`src/rtl/instr_fetch_unit.sv`:
```
// instr_fetch_unit: LEGv8 fetch stage (PC, imem req/ack, valid/ready issue); define FETCH_TIMEOUT_EN for an ack timeout with sticky fetch_err
module instr_fetch_unit #(
  parameter int ADDR_W = 64,
  parameter logic [ADDR_W-1:0] RESET_PC = '0,
  parameter int TIMEOUT_CYCLES = 16
) (
  input  logic              clk,
  input  logic              reset_n,
  output logic              imem_req,
  output logic [ADDR_W-1:0] imem_addr,
  input  logic              imem_ack,
  input  logic [31:0]       imem_rdata,
  output logic [31:0]       instruction,
  output logic              instr_valid,
  input  logic              instr_ready,
  input  logic              BrTaken,
  input  logic              UncondBr,
  output logic [ADDR_W-1:0] pc,
  output logic [31:0]       retired,
  output logic              fetch_err
);
`ifdef FETCH_TIMEOUT_EN
  typedef enum logic [1:0] {IDLE, FETCH, VALID, ERROR} state_t;
`else
  typedef enum logic [1:0] {IDLE, FETCH, VALID} state_t;
`endif
  state_t state, next_state;
  logic accept;
  logic [ADDR_W-1:0] off_b, off_cb, next_pc;
  assign accept = state == VALID && instr_ready;
  assign imem_req = state == FETCH;
  assign imem_addr = pc;
  assign instr_valid = state == VALID;
  assign off_b = {{(ADDR_W-28){instruction[25]}}, instruction[25:0], 2'b00};
  assign off_cb = {{(ADDR_W-21){instruction[23]}}, instruction[23:5], 2'b00};
  // BrTaken gates the select so UncondBr is irrelevant on a sequential fetch
  assign next_pc = pc + (BrTaken ? (UncondBr ? off_b : off_cb) : ADDR_W'(4));
`ifdef FETCH_TIMEOUT_EN
  localparam int CNT_W = $clog2(TIMEOUT_CYCLES + 1);
  logic [CNT_W-1:0] tcnt;
  logic timeout;
  assign timeout = state == FETCH && !imem_ack && tcnt == CNT_W'(TIMEOUT_CYCLES - 1);
  // ack wait counter (zero outside FETCH) and sticky error flag
  always_ff @(posedge clk or negedge reset_n)
    if (!reset_n) begin
      tcnt <= '0;
      fetch_err <= 1'b0;
    end else begin
      tcnt <= (state == FETCH && !imem_ack) ? tcnt + 1'b1 : '0;
      fetch_err <= fetch_err | timeout;
    end
`else
  assign fetch_err = 1'b0;
`endif
  // next-state logic: one fetch outstanding, no prefetch
  always_comb begin
    next_state = state;
    case (state)
      IDLE:    next_state = FETCH;
      FETCH:   next_state = imem_ack ? VALID : FETCH;
      VALID:   next_state = instr_ready ? FETCH : VALID;
      default: next_state = state;
    endcase
`ifdef FETCH_TIMEOUT_EN
    if (timeout) next_state = ERROR;
`endif
  end
  // state, captured instruction, pc and retire counter
  always_ff @(posedge clk or negedge reset_n)
    if (!reset_n) begin
      state <= IDLE;
      pc <= RESET_PC;
      instruction <= '0;
      retired <= '0;
    end else begin
      state <= next_state;
      if (state == FETCH && imem_ack) instruction <= imem_rdata;
      if (accept) begin
        pc <= next_pc;
        retired <= retired + 32'd1;
      end
    end
endmodule

```
`config.mk`:
```
export PLATFORM = sky130hd
export DESIGN_NAME = instr_fetch_unit
export DESIGN_NICKNAME = d
export VERILOG_FILES = /design/src/rtl/instr_fetch_unit.sv
export SDC_FILE = /design/constraint.sdc
export NUM_CORES = 1
export LEC_CHECK = 0
export BUFFER_PORTS_ARGS = -buffer_cell sky130_fd_sc_hd__buf_2
export CAP_MARGIN = 20
export CORE_MARGIN = 2
export CORE_UTILIZATION = 55
export CTS_CLUSTER_DIAMETER = 50
export CTS_CLUSTER_SIZE = 16
export DETAILED_ROUTE_END_ITERATION = 16
export PLACE_DENSITY = 0.9
export SLEW_MARGIN = 20
export SYNTH_ARGS = -nofsm -noshare
export SYNTH_HDL_FRONTEND = slang
export SYNTH_SLANG_ARGS = --single-unit
```
`constraint.sdc`:
```
create_clock -name clk -period 6.7 [get_ports clk]
set_input_delay 0.335 -clock clk [delete_from_list [all_inputs] [get_ports clk]]
set_output_delay 0.335 -clock clk [all_outputs]
set_load 0.005 [all_outputs]
```
==> run summary <==
Synth cell types: 68
Critical Path Stages: 15
Hold EP: instruction[22]$_DFFE_PN0P_
Yosys top cell area share: 33.9%
Worst r2r src: instruction[23]$_DFFE_PN0P_
Core area: 16700 um^2
Seq cells post-synth: 128
Area Overhead vs Synth: 14.3%
Post-synthesis sequential area ratio: 33.9%
Yosys top cell by area: dfrtp_1
Slew HR: 29.9%
Hpwl dp: 18400 um
Global-route met3 utilization: 4.19%
# nets final: 1317
# Max-Cap Violations: 0
Critical path, cell by cell: buf_2 > nand2_1 > a21boi_2 > buf_4 > ha_1 > a21oi_1 > o21bai_1 > a21o_1 > a221o_1 > a221oi_1 > o21ai_0 > a41oi_2 > o21bai_1 > xnor2_1 > o21ai_1
Fmax: 266 MHz
Router iterations before antenna repair: 5
Gr busiest metal: met2
Worst r2r path cells: 14
WL per Instance: 17.0 um
Setup WS post-layout: 2930 ps
Setup_tns: 0 ps
CTS tree: built
Via count: 8355
Vias in the first global route: 7921
Worst Skew: 7.37 ps
Largest net degree at the start of global routing: 118
Hold Crit Class: in2reg
FF-to-FF End: imem_addr[56]$_DFFE_PN0P_
Crit-path max FO: 38
Total track usage: 27.0%
Cell row count: 47
Asr flop ratio synth: 100%
CTS Root Buffer Type: clkbuf_16
Syn Inst Count: 1072
WS Path Type: in2reg
Total power: 4.58 mW
Maximum VDD drop: 0.253 mV
Cell family with most CP delay: compound AO/OA/AOI/OAI gates
Total gr overflow: 0
Initial antenna violation count: 0
Die area: 18300 um^2
Ranking of synthesized cells by area: dfrtp_1 34%, ha_1 8.6%, nand2_1 5.5%, buf_4 5.4%, xnor2_1 5.3%
PortBufs: 227
Worst Setup End Kind: register
Met1 Use GR: 35.0%
Layout Cells excl Fill: 1446
Hold Path Stages: 2
Buffers plus inverters on the worst setup path: 2
Worst hold slack: 135 ps
Die X: 135 um
Syn avg cell area: 8.82 um^2
YS warnings: 0
H-tree levels: 4
Ratio of cells with drive above 1 in the final layout: 26.2%
Power Dens Cells: 424 nW/um^2
Worst setup SP type: input pin
Slowest stage delay, CP: 500 ps
Final setup violation count: 0
DRC Markers: 0
Post_cts resized: 0
Cts bufs inserted: 17
Iter 0 DRT Violations: 553
Slowest cell on crit path: buf_2
Die H: 135 um
R2R setup slack: 2950 ps
Leak: 5.49 nW
Slew @ Worst Pin: 1050 ps
EDFF count, synth: 0
Clock latency on the worst-skew pair: 430 ps
Via-per-instance ratio: 5.78
Reg clk slew, reported paths: 60 ps
Worst path required time: 6980 ps
Worst Path Arrival: 4040 ps
Initial Util: 56.6%
Cell count after placement: 1413
ANT cells: 0
Num ports: 233
Run status: complete, no violations
Pre-CTS setup slack: 2600 ps
GPL Wtd Cong: 1.00
CTS max path bufs: 2
WL final: 24600 um
Min Tclk post-route: 3770 ps
RSZ-0062 raised after global routing: false
Cell Area, Synth: 9460 um^2
First-pass GRT wire length: 39500 um
Final-report hold violation count: 0
Sink Count: 128
Max-slew violations: 0
Post-route ant nets: 0
Dominant synthesized flop cell: dfrtp_1
Crit path top cell by count: o21bai_1
Met2 Usage GRT: 45.0%
Worst Min Path Start: imem_rdata[22]
Final Cycle Share: 56.2%
[kinds of logic (layout without fill, tap and decap cells)]
family / after synthesis / count (layout) / synth area share [%]
and+or+nand+nor: 313 / 313 / 15.6
AOI/OAI and AO/OA: 284 / 284 / 19.1
buffers and inverters: 139 / 289 / 8.35
DFF: 128 / 128 / 33.9
xor gates and xnor gates: 88 / 88 / 8.15
adders and majority gates: 66 / 66 / 8.81
muxes: 53 / 53 / 6.07
other: 1 / 5 / 0.0396
[routing by layer]
layer	part of all wire [%]	up-vias
met3	6.9	54
met4	3.1	0
met2	48	332
met1	43	3960
li1	-	4009
met5	0	-
[power by group]
group	switching, mW	total, mW	leakage (nW)	internal, mW
Sequential	0.304	1.34	1.65	1.03
Clock	0.408	0.900	0.276	0.492
Combinational	1.32	2.34	3.57	1.02
Total	2.03	4.58	5.49	2.55
[per-stage QoR]
step	util (%)	area, um^2
final	64.7	10800
after global routing	64.7	10800
after CTS	64.7	10800
after detailed placement	61.2	10200
after global placement	61.2	10200
after floorplan	-	9470
[repair_timing]
item | CTS | global route
hold buffers | 1 | 0
buffers inserted | 0 | 0
hold endpoints to repair | 25 | 0
[registers in the layout, indices dropped and copies added, names as in the netlist]
register,flops
state,2
instruction,32
retired,32
imem_addr,62
[synth_stat cells (all sizes together), types with 26 or more instances]
library cell and count:
nand2 139, a21oi 82, nor2 46, a21o 31, ha 65, buf 83, mux2 35, dfrtp 128
xor2 31, clkbuf 30, inv 26, o21ai 92, xnor2 57
[final cells by class]
cell class,count,area [um^2]
sequential,128,3200
tap,220,275
clock buffer,17,425
fill,1346,5890
clock inverter,15,143
multi-input combinational,809,5490
inverter,26,97.6
timing repair buffer,231,1170
[placed cells by master, fill, tap and decap left out, types with 19 or more instances in the layout]
master	instances
buf_2	226
nand4_1	25
a21o_1	31
dfrtp_1	128
nor2_1	46
nand3_1	25
mux2_2	35
nor2b_1	23
xor2_1	31
inv_1	26
ha_1	65
o21ai_0	80
o21bai_1	19
a21oi_1	77
nand2_1	138
xnor2_1	57
[worst max-delay path by stage]
stage,from,to,slack (ps)
3_5_place_dp,UncondBr,imem_addr[56]$_DFFE_PN0P_,2600
5_1_grt,UncondBr,imem_addr[56]$_DFFE_PN0P_,2560
6_report,UncondBr,imem_addr[56]$_DFFE_PN0P_,2930
2_1_floorplan,UncondBr,imem_addr[53]$_DFFE_PN0P_,1160
4_1_cts,instruction[23]$_DFFE_PN0P_,imem_addr[56]$_DFFE_PN0P_,3030
3_3_place_gp,UncondBr,imem_addr[56]$_DFFE_PN0P_,2740
Note: power is estimated with default switching activity, not from simulation.
